### src/rtl/wr_ptr_full.sv
// Write-domain pointer and full/status generator for the async FIFO.
// Tracks the binary and Gray write pointers and derives full, almost-full, level and overflow from the synchronized read pointer.
module wr_ptr_full #(
    parameter int Addr_Width   = 9,
    parameter int AFULL_THRESH = 508
) (
    input  logic                  wclk,
    input  logic                  wrst,
    input  logic                  winc,
    input  logic [Addr_Width:0]   rptr_s,
    output logic [Addr_Width-1:0] waddr,
    output logic                  wen,
    output logic [Addr_Width:0]   wptr,
    output logic                  wfull,
    output logic                  walmost_full,
    output logic [Addr_Width:0]   wlevel,
    output logic                  woverflow
);

    localparam int AW = Addr_Width;
    localparam int PW = Addr_Width + 1;
    localparam logic [AW:0] THRESH = PW'(AFULL_THRESH);

    logic [AW:0] wbin;
    logic [AW:0] wbin_next;
    logic [AW:0] wgray_next;
    logic [AW:0] rbin_s;
    logic [AW:0] rptr_full;
    logic [AW:0] level_next;

    // Gray-to-binary: each binary bit is the XOR of all Gray bits at or above it.
    for (genvar g = 0; g <= AW; g++) begin : g_g2b
        assign rbin_s[g] = ^rptr_s[AW:g];
    end

    always_comb begin
        wen        = winc & ~wfull & wrst;
        waddr      = wbin[AW-1:0];
        wbin_next  = wbin + PW'(wen);
        wgray_next = (wbin_next >> 1) ^ wbin_next;
        rptr_full  = {~rptr_s[AW:AW-1], rptr_s[AW-2:0]};
        level_next = wbin_next - rbin_s;
    end

    always_ff @(posedge wclk) begin
        if (!wrst) begin
            wbin         <= '0;
            wptr         <= '0;
            wfull        <= 1'b0;
            walmost_full <= 1'b0;
            wlevel       <= '0;
            woverflow    <= 1'b0;
        end else begin
            wbin         <= wbin_next;
            wptr         <= wgray_next;
            wfull        <= (wgray_next == rptr_full);
            walmost_full <= (level_next >= THRESH);
            wlevel       <= level_next;
            woverflow    <= woverflow | (winc & wfull);
        end
    end

endmodule

### config.mk
export PLATFORM = sky130hd
export DESIGN_NAME = wr_ptr_full
export DESIGN_NICKNAME = d
export VERILOG_FILES = /design/src/rtl/wr_ptr_full.sv
export SDC_FILE = /design/constraint.sdc
export NUM_CORES = 1
export LEC_CHECK = 0
export CORE_ASPECT_RATIO = 2
export CORE_MARGIN = 5
export CORE_UTILIZATION = 50
export CTS_BUF_LIST = sky130_fd_sc_hd__clkbuf_8
export CTS_CLUSTER_DIAMETER = 100
export CTS_CLUSTER_SIZE = 24
export DETAILED_ROUTE_END_ITERATION = 12
export GPL_ROUTABILITY_DRIVEN = 0
export PLACE_DENSITY = 0.88
export SLEW_MARGIN = 5
export SYNTH_ARGS = -nofsm -noshare
export SYNTH_HDL_FRONTEND = slang
export SYNTH_SLANG_ARGS = --single-unit
### constraint.sdc
create_clock -name wclk -period 4.91 [get_ports wclk]
set_input_delay 0.982 -clock wclk [delete_from_list [all_inputs] [get_ports wclk]]
set_output_delay 0.982 -clock wclk [all_outputs]
set_load 0.02 [all_outputs]
==> impl_results.md <==
* Die Span Y at 97.65 um
* VDD IR max at 247.0 uV
* Via Count at 1587
* WS Path Type: in2reg
* Layout cells sized above 1 at 7.692%
* Initial antenna violation count at 0
* Yosys cell types at 39
* Final WL at 4483 um
* Final setup TNS at 0 ns
* CP endpoint kind: register
* CP required at 5.08 ns
* Ant diodes at 0
* Post-layout nets at 283
* DRC violations left at 0
* Crit path largest cell delay at 0.51 ns
* Slew Viols, Final at 0
* Status: complete, no violations
* Biggest area consumer among synthesized cells: dfxtp_1
* H-tree levels at 2
* RSZ-0062 raised after global routing: false
* Post-synthesis register bit count at 32
* Logic gate share of total power at 32.6%
* Grt ovf at 0
* Nature of the critical path startpoint: input port
* Crit share post-route at 94.02%
* Power Dens Cells at 328.0 nW/um^2
* Syn Inst Count at 208
* Register area share after synthesis at 33.36%
* Switching part of the total at 29.19%
* Met2 Usage GRT at 34.39%
* Worst path slowest cell: clkdlybuf4s50_1
* Worst hold slack at 0.5093 ns
* Setup violations, final at 0
* Reg power frac at 34.6%
* CTS Buf Count at 5
* Wire length per cell at 14.41 um
* GRT Total Usage at 18.78%
* Top area cells in the synthesized netlist: dfxtp_1, xnor2_1, xor2_1, ha_1, and2_1
* Worst skew pair latency at 0.28 ns
* Clock power frac at 32.8%
* Lkg Pwr at 1.104 nW
* Mapped Area at 1921 sq um
* Pin count of the biggest net entering global routing at 33
* # IOs at 46
* Number of cells in the finished layout apart from fillers at 311
* Cts-stage hold buffer count at 0
* Port Buffers at 45
* Clock sink count at 32
* TritonCTS clock tree: yes
* Yosys top cell area share at 33.36%
* Worst-margin pin slew at 0.5228 ns
* Final Hold Vio Count at 0
* Via density at 5.103
* Overall power at 0.8438 mW
* Cell Rows at 32
* Grt met3 use at 2.919%
* Cell Chain, Critical Path: clkdlybuf4s50_1 -> xnor3_2 -> xor2_2 -> xnor2_2 -> xor2_2 -> xor2_2 -> xnor2_1 -> ha_1 -> fa_1 -> nor2b_1 -> o21ai_0 -> a31oi_1 -> o31ai_2 -> xnor2_1 -> and4_1 -> a32o_1
* NetSw at 0.2463 mW
* Antenna viol nets, final at 0
* DRT Pass-1 Iters at 4
* Slew headroom at 65.03%
* Setup ws final at 0.2937 ns
* Max Fclk at 216.6 MHz
* HPWL after detailed placement at 3426 um
* Root buffer selected by CTS: clkbuf_8
* Synth-to-Final Area Change at 33.94%
* Pre-CTS WS at -0.002068 ns
* Vias in the first global route at 1579
* Starting density of the core at 50.49%
* Clock Skews at 0.004545 ns
* Total setup buffers inserted after CTS at 0
* Clk pin slew, worst setup/hold paths at 0.07 ns
* Period minus WS final at 4.616 ns
* # Max-Cap Violations at 0
* Total core area at 3804 sq um
* Most common cell on crit path: xor2_2
* Mean Syn Cell Area at 9.234 sq um
* Yosys warning total at 0
* GRT met1 Usage at 19.39%
* Syn Nets at 232
* Hold Path Class: reg2reg
* Post-CTS Resized at 0
* Initial DRC count at 13
* Wire length of the first global-routing pass at 7341 um
* Cell count after placement at 303
* Int Power at 0.5974 mW
* Arrival time at the worst endpoint at 4.79 ns
* Gr busiest metal: met2
* Die area at 5256 sq um
* Max clock buf depth at 2
* Die Wd at 53.83 um
* Maximum fanout along the worst path at 3
[critical path: cells and delay by family]
| family | cells | cell delay [ns] |
|---|---|---|
| and+or+nand+nor | 2 | 0.31 |
| buffers and inverters | 1 | 0.51 |
| xor gates and xnor gates | 7 | 1.62 |
| AOI/OAI and AO/OA | 4 | 0.78 |
| adders and majority gates | 2 | 0.59 |
[registers in the layout, indices dropped and copies added (netlist names)]
name          count
wlevel           10
wfull             1
walmost_full      1
woverflow         1
wbin              9
wptr             10
[cells in the final DEF (no fill, tap or decap), types with 2 or more instances in the layout]
cell type | netlist | layout
nor2_1 | 2 | 2
inv_1 | 15 | 15
o21a_1 | 2 | 2
xnor3_2 | 2 | 2
a21o_1 | 2 | 2
a32oi_1 | 2 | 2
clkdlybuf4s50_1 | 0 | 45
and4_1 | 2 | 2
clkbuf_8 | 0 | 7
ha_1 | 10 | 10
and3_1 | 3 | 3
o21ai_0 | 4 | 4
xor2_1 | 20 | 20
a21oi_1 | 9 | 9
and2_1 | 18 | 18
nand2b_1 | 2 | 2
nor3_1 | 4 | 4
dfxtp_1 | 32 | 32
nand4_1 | 4 | 4
nand2_1 | 14 | 14
nand3_1 | 3 | 3
xnor2_1 | 20 | 20
nor2b_1 | 14 | 14
buf_4 | 0 | 4
xor2_2 | 3 | 3
[final cells by class]
class                           instances  area [sq um]
Sequential cell                        32         640.6
Tap cell                               51         63.81
Inverter                               15         56.30
Fill cell                             303          1231
Multi-Input combinational cell        156          1205
Clock inverter                          1         30.03
Clock buffer                            7         96.34
Timing Repair Buffer                   49         480.5
[power groups by stage]
stage	combinational, mW	sequential [mW]	clock [mW]
final	0.275	0.292	0.277
after global routing	0.300	0.293	0.294
after CTS	0.278	0.292	0.283
after detailed placement	0.274	0.297	0
after global placement	0.272	0.297	0
after floorplan	0.148	0.329	0
[metal layers]
metal	share of wire (%)	vias up	routed length, um
met5	0	-	0
met1	37	762	1675
met2	58	30	2587
li1	-	788	-
met4	2.0	0	89
met3	2.9	7	130
[final timing paths]
kind                              from                 endpoint  slack (ns)  cells after the start
setup reg to reg      wfull$_SDFF_PN0_  walmost_full$_SDFF_PN0_        1.68                     12
setup / recovery             rptr_s[7]  walmost_full$_SDFF_PN0_        0.29                     16
hold / removal    woverflow$_SDFF_PN0_     woverflow$_SDFF_PN0_        0.51                      2
hold reg to reg   woverflow$_SDFF_PN0_     woverflow$_SDFF_PN0_        0.51                      2
[synthesized netlist by cell type]
master     instances
and2_1            18
a31oi_1            1
dfxtp_1           32
nor3_1             4
nand3_1            3
xor2_1            20
o31ai_2            1
a21o_1             2
fa_1               1
nor3b_1            1
nor2_1             2
ha_1              10
a211o_1            1
o31ai_1            1
nand2_1           14
a21boi_0           1
and4_1             2
nand2b_1           2
a32o_1             1
o21ai_0            4
or3_1              1
xor2_2             3
o211a_1            1
or2_2              1
nand4_1            4
xnor3_2            2
inv_1             15
nor2b_1           14
clkbuf_1           5
o211ai_1           1
and3_1             3
o21a_1             2
a2111oi_1          1
nor4_1             1
xnor2_1           20
a32oi_1            2
xnor2_2            1
o2bb2ai_1          1
a21oi_1            9
[per-stage QoR]
step           util (%)  area (sq um)
6_report          67.63          2572
2_1_floorplan         -          1921
3_3_place_gp      64.31          2446
3_5_place_dp      64.31          2446
5_1_grt           67.63          2572
4_1_cts           67.63          2572
[kinds of logic after synthesis]
group,count (synthesis),synth area share (%)
AND/OR/NAND/NOR,70,20.59
adder cells (fa/ha/maj),11,7.557
buffers and inverters,20,3.909
flip-flops,32,33.35
XOR/XNOR,46,24.11
AO/OA/AOI/OAI,29,10.49
Power figures use the tool's default switching activity.
